**config.mk**
```make
export PLATFORM = sky130hd
export DESIGN_NAME = mii_rx_framer
export DESIGN_NICKNAME = d
export VERILOG_FILES = /design/src/rtl/mii_rx_framer.sv
export SDC_FILE = /design/constraint.sdc
export NUM_CORES = 1
export LEC_CHECK = 0
export ABC_AREA = 1
export ABC_CLOCK_PERIOD_IN_PS = 4500
export CAP_MARGIN = 30
export CELL_PAD_IN_SITES_DETAIL_PLACEMENT = 1
export CELL_PAD_IN_SITES_GLOBAL_PLACEMENT = 1
export CORE_UTILIZATION = 40
export DETAILED_ROUTE_END_ITERATION = 16
export PLACE_DENSITY = 0.74
export SYNTH_ARGS = -nofsm -noshare
export SYNTH_HDL_FRONTEND = slang
export SYNTH_SLANG_ARGS = --single-unit
```
**constraint.sdc**
```tcl
create_clock -name clock -period 4.5 [get_ports clock]
set_input_delay 0.45 -clock clock [delete_from_list [all_inputs] [get_ports clock]]
set_output_delay 0.45 -clock clock [all_outputs]
set_load 0.02 [all_outputs]
```
**src/rtl/mii_rx_framer.sv**
```systemverilog
// mii_rx_framer: MII/RMII receive front end.
// Oversamples the PHY, strips preamble/SFD, emits framed bytes.
`timescale 1ns/1ps
module mii_rx_framer #(
  parameter int MII_WIDTH       = 4,
  parameter int SYNC_STAGES     = 2,
  parameter int MIN_FRAME_BYTES = 64,
  parameter int MAX_FRAME_BYTES = 1522,
  parameter int COUNTER_WIDTH   = 16
) (
  input  logic                     clock,
  input  logic                     reset,
  input  logic                     mii_rx_clock,
  input  logic                     mii_rx_data_valid,
  input  logic                     mii_rx_error,
  input  logic [MII_WIDTH-1:0]     mii_rx_data,
  output logic [7:0]               out_data,
  output logic                     out_valid,
  input  logic                     out_ready,
  output logic                     out_first,
  output logic                     out_last,
  output logic                     out_error,
  output logic [COUNTER_WIDTH-1:0] stat_frames_good,
  output logic [COUNTER_WIDTH-1:0] stat_frames_bad,
  output logic [COUNTER_WIDTH-1:0] stat_overflow,
  output logic                     busy
);
  localparam int SYMS = 8 / MII_WIDTH;
  localparam int SW   = $clog2(SYMS);
  localparam int PW   = 8 - MII_WIDTH;
  localparam int BW   = $clog2(MAX_FRAME_BYTES + 1);
  localparam int IW   = MII_WIDTH + 3;

  if (MII_WIDTH != 4 && MII_WIDTH != 2) begin : g_bad_width
    $error("MII_WIDTH must be 4 or 2");
  end
  if (SYNC_STAGES < 2) begin : g_bad_sync
    $error("SYNC_STAGES must be at least 2");
  end

  typedef enum logic [2:0] {
    S_WAIT_IDLE,
    S_IDLE,
    S_PREAMBLE,
    S_DATA,
    S_DROP
  } state_t;

  logic [SYNC_STAGES-1:0][IW-1:0] sync_q;
  logic [IW-1:0]        rx_s;
  logic                 s_clk;
  logic                 s_dv;
  logic                 s_er;
  logic [MII_WIDTH-1:0] s_sym;
  logic                 clk_d;
  logic                 sample;

  state_t         state_q, state_n;
  logic [PW-1:0]  part_q, part_n;
  logic [SW-1:0]  scnt_q, scnt_n;
  logic [BW-1:0]  bcnt_q, bcnt_n;
  logic           ferr_q, ferr_n;
  logic [7:0]     held_q, held_n;
  logic           held_v_q, held_v_n;
  logic           fpend_q, fpend_n;
  logic           abort_q, abort_n;

  logic [7:0] assembled;
  logic       byte_done;
  logic       out_free;
  logic       can_mv;
  logic       eof_err;
  logic       ld_abort;
  logic       mv;
  logic       mv_first;
  logic       mv_last;
  logic       mv_err;
  logic       inc_good;
  logic       inc_bad;
  logic       inc_ovf;

  // all PHY inputs share one chain so dv/er/data stay aligned
  always_ff @(posedge clock or negedge reset) begin
    if (!reset) begin
      sync_q <= '0;
      clk_d  <= 1'b0;
    end else begin
      sync_q <= {sync_q[SYNC_STAGES-2:0], mii_rx_clock,
                 mii_rx_data_valid, mii_rx_error, mii_rx_data};
      clk_d  <= s_clk;
    end
  end

  assign rx_s      = sync_q[SYNC_STAGES-1];
  assign s_clk     = rx_s[IW-1];
  assign s_dv      = rx_s[IW-2];
  assign s_er      = rx_s[IW-3];
  assign s_sym     = rx_s[MII_WIDTH-1:0];
  assign sample    = s_clk & ~clk_d;
  assign assembled = {s_sym, part_q};
  assign byte_done = (scnt_q == SW'(SYMS - 1));
  assign out_free  = ~out_valid | out_ready;
  assign can_mv    = out_free & ~abort_q;
  assign ld_abort  = abort_q & out_free;
  assign eof_err   = ferr_q | (scnt_q != '0)
                   | (int'(bcnt_q) < MIN_FRAME_BYTES);
  assign busy      = (state_q == S_PREAMBLE) | (state_q == S_DATA)
                   | (state_q == S_DROP);

  // next-state, assembly and holding-register moves
  always_comb begin
    state_n  = state_q;
    part_n   = part_q;
    scnt_n   = scnt_q;
    bcnt_n   = bcnt_q;
    ferr_n   = ferr_q;
    held_n   = held_q;
    held_v_n = held_v_q;
    fpend_n  = fpend_q;
    abort_n  = abort_q & ~out_free;
    mv       = 1'b0;
    mv_first = 1'b0;
    mv_last  = 1'b0;
    mv_err   = 1'b0;
    inc_good = 1'b0;
    inc_bad  = 1'b0;
    inc_ovf  = 1'b0;
    if (sample) begin
      unique case (state_q)
        S_WAIT_IDLE: begin
          if (!s_dv) state_n = S_IDLE;
        end
        S_IDLE: begin
          if (s_dv) begin
            state_n = S_PREAMBLE;
            part_n  = assembled[7:MII_WIDTH];
            scnt_n  = SW'(1);
          end
        end
        S_PREAMBLE: begin
          if (!s_dv) begin
            state_n = S_DROP;
            inc_bad = 1'b1;
          end else begin
            part_n = assembled[7:MII_WIDTH];
            if (!byte_done) begin
              scnt_n = scnt_q + SW'(1);
            end else begin
              scnt_n = '0;
              if (assembled == 8'hD5) begin
                state_n  = S_DATA;
                bcnt_n   = '0;
                ferr_n   = 1'b0;
                held_v_n = 1'b0;
                fpend_n  = 1'b1;
              end else if (assembled != 8'h55) begin
                state_n = S_DROP;
                inc_bad = 1'b1;
              end
            end
          end
        end
        S_DATA: begin
          if (!s_dv) begin
            state_n  = S_IDLE;
            held_v_n = 1'b0;
            if (!held_v_q) begin
              inc_bad = 1'b1;
            end else if (!can_mv) begin
              state_n = S_DROP;
              inc_ovf = 1'b1;
              if (!fpend_q) abort_n = 1'b1;
            end else begin
              mv       = 1'b1;
              mv_first = fpend_q;
              mv_last  = 1'b1;
              mv_err   = eof_err;
              inc_good = ~eof_err;
              inc_bad  = eof_err;
            end
          end else begin
            if (s_er) ferr_n = 1'b1;
            part_n = assembled[7:MII_WIDTH];
            if (!byte_done) begin
              scnt_n = scnt_q + SW'(1);
            end else if (bcnt_q == BW'(MAX_FRAME_BYTES)) begin
              scnt_n   = '0;
              state_n  = S_DROP;
              held_v_n = 1'b0;
              if (!can_mv) begin
                inc_ovf = 1'b1;
                if (!fpend_q) abort_n = 1'b1;
              end else begin
                mv       = 1'b1;
                mv_first = fpend_q;
                mv_last  = 1'b1;
                mv_err   = 1'b1;
                inc_bad  = 1'b1;
              end
            end else begin
              scnt_n   = '0;
              bcnt_n   = bcnt_q + BW'(1);
              held_n   = assembled;
              held_v_n = 1'b1;
              if (held_v_q) begin
                if (!can_mv) begin
                  state_n  = S_DROP;
                  held_v_n = 1'b0;
                  inc_ovf  = 1'b1;
                  if (!fpend_q) abort_n = 1'b1;
                end else begin
                  mv       = 1'b1;
                  mv_first = fpend_q;
                  fpend_n  = 1'b0;
                end
              end
            end
          end
        end
        S_DROP: begin
          if (!s_dv) state_n = S_IDLE;
        end
        default: state_n = S_WAIT_IDLE;
      endcase
    end
  end

  // frame state register
  always_ff @(posedge clock or negedge reset) begin
    if (!reset) begin
      state_q  <= S_WAIT_IDLE;
      part_q   <= '0;
      scnt_q   <= '0;
      bcnt_q   <= '0;
      ferr_q   <= 1'b0;
      held_q   <= '0;
      held_v_q <= 1'b0;
      fpend_q  <= 1'b0;
      abort_q  <= 1'b0;
    end else begin
      state_q  <= state_n;
      part_q   <= part_n;
      scnt_q   <= scnt_n;
      bcnt_q   <= bcnt_n;
      ferr_q   <= ferr_n;
      held_q   <= held_n;
      held_v_q <= held_v_n;
      fpend_q  <= fpend_n;
      abort_q  <= abort_n;
    end
  end

  // single-entry output register; a stalled beat never changes
  always_ff @(posedge clock or negedge reset) begin
    if (!reset) begin
      out_valid <= 1'b0;
      out_data  <= '0;
      out_first <= 1'b0;
      out_last  <= 1'b0;
      out_error <= 1'b0;
    end else if (mv) begin
      out_valid <= 1'b1;
      out_data  <= held_q;
      out_first <= mv_first;
      out_last  <= mv_last;
      out_error <= mv_err;
    end else if (ld_abort) begin
      out_valid <= 1'b1;
      out_data  <= 8'h00;
      out_first <= 1'b0;
      out_last  <= 1'b1;
      out_error <= 1'b1;
    end else if (out_ready) begin
      out_valid <= 1'b0;
    end
  end

  // saturating status counters
  always_ff @(posedge clock or negedge reset) begin
    if (!reset) begin
      stat_frames_good <= '0;
      stat_frames_bad  <= '0;
      stat_overflow    <= '0;
    end else begin
      if (inc_good && !(&stat_frames_good))
        stat_frames_good <= stat_frames_good + COUNTER_WIDTH'(1);
      if (inc_bad && !(&stat_frames_bad))
        stat_frames_bad <= stat_frames_bad + COUNTER_WIDTH'(1);
      if (inc_ovf && !(&stat_overflow))
        stat_overflow <= stat_overflow + COUNTER_WIDTH'(1);
    end
  end

endmodule
```
* Yosys cells after proc, flatten, opt, wreduce, memory -nomap -nowiden
Cells that the tools add are included.
** Storage, ports and cells
- Latch bits :: 0
- Flip-flop bits (word level) :: 106
- ROM bits :: 0
- Word-level logic and storage cells :: 197
- Input port bits :: 10
- Memories :: 0
- Output and inout bits :: 61
- RAM bits :: 0
** Cells by class
- Reductions and logical operators :: 25
- Add/subtract/negate cells :: 5
- Shift-type cells :: 0
- Divide/modulo/power cells :: 0
- Order comparisons :: 1
- Bitwise logic cells :: 15
- Eq/ne operators :: 24
- Multipliers :: 0
- Muxes and demuxes :: 107
** Operators by type and width (number)
- two-way mux 1 bit :: 79
- two-way mux 11 bit :: 6
- adder 16 x 1 -> 16 bit (second input constant) :: 3
- AND reduction 16 bit :: 3
- two-way mux 3 bit :: 13
- case mux 11 bit (2 select lines) :: 1
- inequality test 2 bit (second input constant) :: 10
- two-way mux 8 bit :: 2
- AND reduction 8 bit :: 2
- case mux 3 bit (4 select lines) :: 1
- adder 11 x 1 -> 11 bit (second input constant) :: 1
- == test 11 bit (second input constant) :: 1
- < comparator 11 x 7 -> 1 bit (second input constant) :: 1
- case mux 1 bit (2 select lines) :: 5
- AND reduction 10 bit :: 1
- == test 8 bit (second input constant) :: 1
- inequality test 4 x 3 -> 1 bit (second input constant) :: 2
- inequality test 8 x 7 -> 1 bit (second input constant) :: 1
- AND reduction 7 bit :: 1
- == test 3 x 2 -> 1 bit (second input constant) :: 2
- inequality test 3 bit (second input constant) :: 2
- NOT 1 bit :: 6
- AND reduction 6 bit :: 1
- nonzero test 2 bit :: 3
- 16 further kinds :: 29

* Depth between registers and ports, before layout
Gate-level depths: netlist of run 1.
- Word-level depth :: 12
- Gate-level depth with buffers :: 12

* Worst setup path after synthesis of run 1
OpenSTA, ideal clock, no wires.
- Path kind :: register -> register
- Start point :: register stat_frames_bad[0]
- End point :: register stat_frames_bad[10]
- Stages on the path, launching flop included :: 8
- Setup time :: 118 ps
- Arrival :: 1660 ps
- Setup slack :: 2722 ps
- Cells stage by stage :: dfrtp_1 -> ha_1 -> nand3_2 -> nor2_1 -> nand4_2 -> buf_2 -> nand4_1 -> nand2_1
** Between the ends
- Longest elaborated chain between the ends :: 3
** RTL lines
- start: declaration :: RTL line 24 : output logic [COUNTER_WIDTH-1:0] stat_frames_bad,
- start signal: assignment :: RTL line 288 : stat_frames_bad <= stat_frames_bad + COUNTER_WIDTH'(1);
- branches (longest 3 deep; another with adder 16 x 1 -> 16 bit)
Several ways; the timed one is not identified.
A chain may end at the register's enable or synchronous reset.

* Worst setup path in the final report of run 1
- Start point :: register bcnt_q[0]
- End point :: register stat_overflow[14]
** Between the ends
- Longest elaborated chain between the ends :: 7
** RTL lines
- start: declaration :: RTL line 61 : logic [BW-1:0] bcnt_q, bcnt_n;
- start signal: assignment :: RTL line 244 : bcnt_q <= bcnt_n;
- == test 11 bit :: RTL line 186 : end else if (bcnt_q == BW'(MAX_FRAME_BYTES)) begin
- two-way mux 1 bit :: RTL line 186
- two-way mux 1 bit :: RTL line 184 : if (!byte_done) begin
- two-way mux 1 bit :: RTL line 164 : if (!s_dv) begin
- two-way mux 1 bit :: RTL line 129 : unique case (state_q)
- two-way mux 1 bit :: RTL line 128 : if (sample) begin
- logical AND 1 bit :: RTL line 289 : if (inc_ovf && !(&stat_overflow))
- end signal: assignment :: RTL line 290 : stat_overflow <= stat_overflow + COUNTER_WIDTH'(1);
- end: declaration :: RTL line 25 : output logic [COUNTER_WIDTH-1:0] stat_overflow,
Every way passes these cells.

==> impl_metrics.env, run 1 <==
export IMPL_hp_start="sync_q[5]$_DFF_PN0_"
export IMPL_cts_root_buf="clkbuf_16"
export IMPL_dieArea_um2=14500
export IMPL_cp_start_kind="register"
export IMPL_htree_levels=3
export IMPL_fin_util=0.503
export IMPL_start_util=0.418
export IMPL_syn_area_per_cell_um2=8.25
export IMPL_setup_viol=0
export IMPL_die_h_um=121
export IMPL_multi_input_area_um2=2550
export IMPL_hold_path_end="rx_s[5]$_DFF_PN0_"
export IMPL_switching_share=0.320
export IMPL_core_area_um2=13500
export IMPL_hold_path_class="reg -> reg"
export IMPL_first_iter_violations=192
export IMPL_num_io_pins=71
export IMPL_synth_commonest_cells="nand2_1, dfrtp_1, inv_1, nand3_1, nor2_1"
export IMPL_cp_data_required_time_ps=4770
export IMPL_gp_congestion=0.864
export IMPL_portBuffers=70
export IMPL_rows=42
export IMPL_synth_fp_nets=696
export IMPL_hold_viol=0
export IMPL_diodes=0
export IMPL_p_per_area_nw_per_um2=376
export IMPL_routed_wl_met3_um=436
export IMPL_final_antenna_net_count=0
export IMPL_synth_edf_count=0
export IMPL_path_clk_slew_ps=70
export IMPL_clock_skew_ps=5.98
export IMPL_synthFlopType="dfrtp_1"
export IMPL_cp_end_kind="register"
export IMPL_worst_slew_pin_slew_ps=967
export IMPL_tns_ps=0
export IMPL_netlist_area_um2=5620
export IMPL_yosys_warnings=0
export IMPL_fin_area_um2=6760
export IMPL_cts_buffers=9
export IMPL_synthTopCellsByArea="dfrtp_1, nand2_1, xor2_1"
export IMPL_rsz0062_at_grt="false"
export IMPL_drcViolationCount=0
export IMPL_clock_power_share=0.315
export IMPL_r2r_start="bcnt_q[0]$_DFFE_PN0P_"
export IMPL_yosys_register_bits=106
export IMPL_synth_largest_area_cell="dfrtp_1"
export IMPL_power_frac_seq=0.465
export IMPL_p_int_mw=1.73
export IMPL_slew_headroom=0.355
export IMPL_hpwl_um=10400
export IMPL_cts_sinks=106
export IMPL_grt_antenna_before_repair=0
export IMPL_vias=4786
export IMPL_r2r_cells=10
export IMPL_cap_violations=0
export IMPL_grt_max_degree=74
export IMPL_finalCriticalPeriod_ps=2450
export IMPL_wl_met1_um=6590
export IMPL_drive_above_1_share=0.0809
export IMPL_cts_resized=0
export IMPL_worst_setup_path_type="reg -> reg"
export IMPL_wl_um=14500
export IMPL_crit_fanout=20
export IMPL_dr_pass1_iters=4
export IMPL_yosysMostFrequentCell="nand2_1"
export IMPL_postCtsSetupBuffers=0
export IMPL_switchingPower_mw=0.814
export IMPL_met2_length_um=7320
export IMPL_slew_violations=0
export IMPL_status="completed"
export IMPL_regArea_um2=2650
export IMPL_ys_types=39
export IMPL_r2r_setup_slack_ps=2050
export IMPL_fillCellCount=1649
export IMPL_cts_tree="done"
export IMPL_syn_inst=681
export IMPL_worstPathArrival_ps=2720
export IMPL_routed_via_density=5.15
export IMPL_fin_crit_sh=0.544
export IMPL_cts_buffer_depth=2
export IMPL_highest_layer="met4"
export IMPL_combPwrFrac=0.220
export IMPL_die_x_um=121
export IMPL_grt_usage=0.218
export IMPL_grt_pass1_wl_um=25200
export IMPL_dpl_cell_area_um2=6430
export IMPL_routedWlPerCell_um=15.6
export IMPL_fmax_mhz=409
export IMPL_seq_area_frac_synth=0.472
export IMPL_final_net_count=764
export IMPL_reg2reg_to="stat_overflow[14]$_DFFE_PN0P_"
export IMPL_leakage_nw=3.17
export IMPL_async_flop_share=1.00
export IMPL_synth_top_cell_area_share=0.472
export IMPL_insertion_delay_ps=360
export IMPL_syn2layout_area_growth_pct=20.3
export IMPL_whs_path_depth=0
export IMPL_first_global_vias=5117
export IMPL_max_vdd_ir_drop_mv=0.200
export IMPL_overflow=0
[worst max-delay path by stage]
stage          cells past startpoint                           start  slack (ps)                               to
3_5_place_dp                      11                       out_ready        1740     stat_overflow[0]$_DFFE_PN0P_
4_1_cts                           10           bcnt_q[0]$_DFFE_PN0P_        2020     stat_overflow[0]$_DFFE_PN0P_
5_1_grt                           11           bcnt_q[0]$_DFFE_PN0P_        1820    stat_overflow[14]$_DFFE_PN0P_
3_3_place_gp                      11                       out_ready        1850     stat_overflow[0]$_DFFE_PN0P_
2_1_floorplan                      7  stat_frames_bad[0]$_DFFE_PN0P_        2720  stat_frames_bad[10]$_DFFE_PN0P_
6_report                          10           bcnt_q[0]$_DFFE_PN0P_        2050    stat_overflow[14]$_DFFE_PN0P_
[worst max-delay path, stage by stage (launching register included)]
cell,delay [ps]
dfrtp_1,420
inv_1,140
ha_1,190
nand2_1,60
nor3_1,240
nand3_1,160
nand3_1,130
nand2_2,170
nand2_1,620
nand2_1,140
o21ai_2,90
[metal layers]
layer / track usage / vias to the layer above
met3: 0.0472 / 13
met4: 0.0548 / 0
met1: 0.275 / 2363
met2: 0.379 / 74
met5: 0 / -
li1: - / 2336
[logic make-up (layout without fill, tap and decap cells)]
logic type	Yosys count	count (layout)	synth area share
and+or+nand+nor	366	366	0.301
xor gates and xnor gates	49	49	0.0764
AOI/OAI and AO/OA	63	63	0.0661
adders and majority gates	5	5	0.0111
DFF	106	106	0.472
buffers and inverters	92	165	0.0733
[metrics by stage]
stage / cells / hold WS, ps / power (mW) / worst slack [ps]
detailed placement: 912 / 336 / 1.77 / 1740
finish: 930 / 346 / 2.54 / 2050
global route: 930 / 360 / 2.70 / 1820
CTS: 928 / 284 / 2.58 / 2020
global placement: 912 / 333 / 1.74 / 1850
floorplan: 681 / 154 / 1.54 / 2720
[layout by cell type, fill, tap and decap left out, types with 3 or more instances in the layout]
master | netlist | layout
a21oi_1 | 12 | 12
buf_4 | 5 | 4
clkbuf_16 | 0 | 9
clkdlybuf4s50_1 | 0 | 69
clkinv_2 | 1 | 4
dfrtp_1 | 106 | 106
ha_1 | 5 | 5
inv_1 | 66 | 66
inv_2 | 7 | 7
nand2_1 | 181 | 181
nand2_2 | 7 | 7
nand3_1 | 59 | 59
nand3_2 | 3 | 3
nand4_1 | 24 | 24
nor2_1 | 50 | 50
nor2_2 | 5 | 5
nor3_1 | 21 | 21
nor3b_1 | 3 | 3
o21ai_0 | 20 | 20
o21ai_1 | 12 | 12
o21ai_2 | 8 | 8
o31ai_1 | 5 | 5
xnor2_1 | 13 | 13
xor2_1 | 36 | 36
[registers in the layout (all words and copies together) (netlist names), 3 cells and up]
| signal | cells |
|---|---|
| state_q | 3 |
| held_q | 8 |
| sync_q | 7 |
| part_q | 4 |
| stat_frames_good | 16 |
| rx_s | 7 |
| out_data | 8 |
| stat_frames_bad | 16 |
| stat_overflow | 16 |
| bcnt_q | 11 |
[power by group through the flow]
stage | Clock [mW] | Combinational, mW | Sequential, mW
floorplan | 0 | 0.317 | 1.22
global placement | 0 | 0.542 | 1.20
detailed placement | 0 | 0.564 | 1.20
CTS | 0.832 | 0.567 | 1.18
global route | 0.872 | 0.623 | 1.20
finish | 0.802 | 0.559 | 1.18
[final cells by class]
cell class / instances / area share
tap: 176 / 0.0326
sequential: 106 / 0.392
timing repair buffer: 75 / 0.112
multi-input combinational: 483 / 0.378
inverter: 74 / 0.0413
clock buffer: 11 / 0.0359
clock inverter: 5 / 0.00796
[timing repair]
action / CTS / global route
hold buffers: 0 / 1
endpoints found under the setup margin: 0 / 0
endpoints found under the hold margin: 0 / 3
(Power assumes the default switching activity.)
==> inputs of run 2 (changes only) <==
--- a/config.mk
+++ b/config.mk
@@ -6,11 +6,11 @@
 export NUM_CORES = 1
 export LEC_CHECK = 0
 export ABC_AREA = 1
-export ABC_CLOCK_PERIOD_IN_PS = 4500
+export ABC_CLOCK_PERIOD_IN_PS = 2100
 export CAP_MARGIN = 30
 export CELL_PAD_IN_SITES_DETAIL_PLACEMENT = 1
 export CELL_PAD_IN_SITES_GLOBAL_PLACEMENT = 1
-export CORE_UTILIZATION = 40
+export CORE_UTILIZATION = 38
 export DETAILED_ROUTE_END_ITERATION = 16
 export PLACE_DENSITY = 0.74
 export SYNTH_ARGS = -nofsm -noshare
==> constraint.sdc (replaced) <==
create_clock -name clock -period 2.1 [get_ports clock]
set_input_delay 0.21 -clock clock [delete_from_list [all_inputs] [get_ports clock]]
set_output_delay 0.21 -clock clock [all_outputs]
set_load 0.02 [all_outputs]
==> run 2 against run 1 <==
Compared with the run above: sequential cell count is the same; wire length grew 1.1%; sequential share of layout area shrank 0.78 points; worst hold slack lost 49 ps; final area grew 2.0%; core utilization shrank 2.6 points; cell count grew 2.5%; clock skew grew 0.96 ps; critical path depth grew 1; total power grew 120%; largest cell class unchanged.
==> impl_metrics.env, run 2 (synthesis gave the netlist of run 1 again) <==
export IMPL_status="completed"
export IMPL_worstPathArrival_ps=2230
export IMPL_cp_end_kind="register"
export IMPL_leakage_nw=3.24
export IMPL_p_int_mw=3.70
export IMPL_cts_root_buf="clkbuf_16"
export IMPL_dr_pass1_iters=4
export IMPL_tns_ps=0
export IMPL_cts_tree="done"
export IMPL_path_clk_slew_ps=70
export IMPL_worst_slew_pin_slew_ps=504
export IMPL_final_common_cell="nand2_1"
export IMPL_cts_buffers=9
export IMPL_htree_levels=3
export IMPL_grt_pass1_wl_um=24600
export IMPL_grt_usage=0.207
export IMPL_cts_sinks=106
export IMPL_dp_cells=935
export IMPL_final_antenna_net_count=0
export IMPL_wl_um=14700
export IMPL_switching_share=0.324
export IMPL_r2r_cells=11
export IMPL_core_area_um2=14500
export IMPL_routed_via_density=5.10
export IMPL_drive_above_1_share=0.0988
export IMPL_slew_headroom=0.661
export IMPL_biggestRegsByFlops="stat_frames_bad: 16 flops, stat_frames_good: 16 flops, stat_overflow: 16 flops"
export IMPL_cp_data_required_time_ps=2340
export IMPL_clock_power_share=0.310
export IMPL_cp_start_kind="register"
export IMPL_r2r_setup_slack_ps=120
export IMPL_insertion_delay_ps=350
export IMPL_switchingPower_mw=1.77
export IMPL_final_net_count=779
export IMPL_dieArea_um2=15300
export IMPL_finalNonFillerCells=953
export IMPL_cts_buffer_depth=2
export IMPL_grt_max_degree=45
export IMPL_overflow=0
export IMPL_hold_path_class="in -> reg"
export IMPL_drcViolationCount=0
export IMPL_syn2layout_area_growth_pct=22.8
export IMPL_num_io_pins=71
export IMPL_die_x_um=124
export IMPL_die_h_um=124
export IMPL_combPwrFrac=0.230
export IMPL_slew_violations=0
export IMPL_fin_crit_sh=0.944
export IMPL_p_per_area_nw_per_um2=793
export IMPL_crit_fanout=11
export IMPL_finalCriticalPeriod_ps=1980
export IMPL_portBuffers=70
export IMPL_grt_antenna_before_repair=0
export IMPL_cap_violations=0
export IMPL_totalPowerFinal_mw=5.47
export IMPL_routedWlPerCell_um=15.4
export IMPL_setup_viol=0
export IMPL_power_frac_seq=0.460
export IMPL_vias=4861
export IMPL_fmax_mhz=505
export IMPL_gp_congestion=0.863
export IMPL_diodes=0
export IMPL_first_global_vias=4989
export IMPL_start_util=0.388
export IMPL_worst_setup_path_type="reg -> reg"
export IMPL_hpwl_um=10700
export IMPL_max_vdd_ir_drop_mv=0.467
export IMPL_clock_skew_ps=6.94
export IMPL_hold_viol=0
export IMPL_first_iter_violations=186
export IMPL_rows=44
export IMPL_whs_path_depth=1
export IMPL_mostFrequentLayoutCells="nand2_1, dfrtp_1, clkdlybuf4s50_1"
run 2: timing repair:
item,in CTS,in global routing
endpoints found under the setup margin,1,15
pin swaps,0,0
gates resized for setup,1,1
gates cloned,0,1
buffers inserted,0,0
hold buffers,1,0
endpoints found under the hold margin,31,0
run 2: worst max-delay path, cell delays in order, from the launching register on:
cell and delay (ps):
dfrtp_1 410, inv_1 130, ha_1 190, nand2_1 80, nor3_2 190, nand3_1 130
nand2_1 110, nand3_2 100, nand2_4 160, nand3_2 200, nand2_1 110, nand2_1 50
run 2: layout make-up:
type | instances | area (um^2)
Inverter | 74 | 279
Tap cell | 184 | 230
Fill cell | 1736 | 7580
Clock inverter | 5 | 55.1
Timing Repair Buffer | 89 | 880
Multi-Input combinational cell | 484 | 2570
Sequential cell | 106 | 2650
Clock buffer | 11 | 233
run 2: final timing paths:
kind                                       start                         endpoint
hold / removal                    mii_rx_data[1]              sync_q[1]$_DFF_PN0_
hold reg to reg              sync_q[6]$_DFF_PN0_                rx_s[6]$_DFF_PN0_
max in group asynchronous                  reset            held_q[6]$_DFFE_PN0P_
min in group asynchronous                  reset          out_data[7]$_DFFE_PN0P_
setup reg to reg           bcnt_q[0]$_DFFE_PN0P_  stat_frames_bad[10]$_DFFE_PN0P_
setup / recovery           bcnt_q[0]$_DFFE_PN0P_  stat_frames_bad[10]$_DFFE_PN0P_
run 2: layer usage:
| layer | vias up | track usage | wire, um |
|---|---|---|---|
| li1 | 2362 | - | - |
| met1 | 2394 | 0.272 | 6870 |
| met2 | 87 | 0.346 | 7170 |
| met3 | 18 | 0.0353 | 424 |
| met4 | 0 | 0.0663 | 208 |
| met5 | - | 0 | 0 |
run 2: per-stage QoR:
step	setup slack (ps)	hold WS (ps)	utilization	area, um^2
floorplan	322	-85.6	-	5620
global placement	113	208	0.455	6590
detailed placement	66.3	206	0.455	6590
CTS	54.4	280	0.475	6880
global route	-43.6	284	0.476	6900
finish	118	297	0.476	6900
run 2: power by group through the flow:
stage,Sequential [mW],Combinational (mW),Clock (mW)
after global placement,2.55,1.22,0
final,2.52,1.26,1.69
after floorplan,2.62,0.680,0
after detailed placement,2.56,1.27,0
after CTS,2.52,1.27,1.75
after global routing,2.56,1.41,1.82
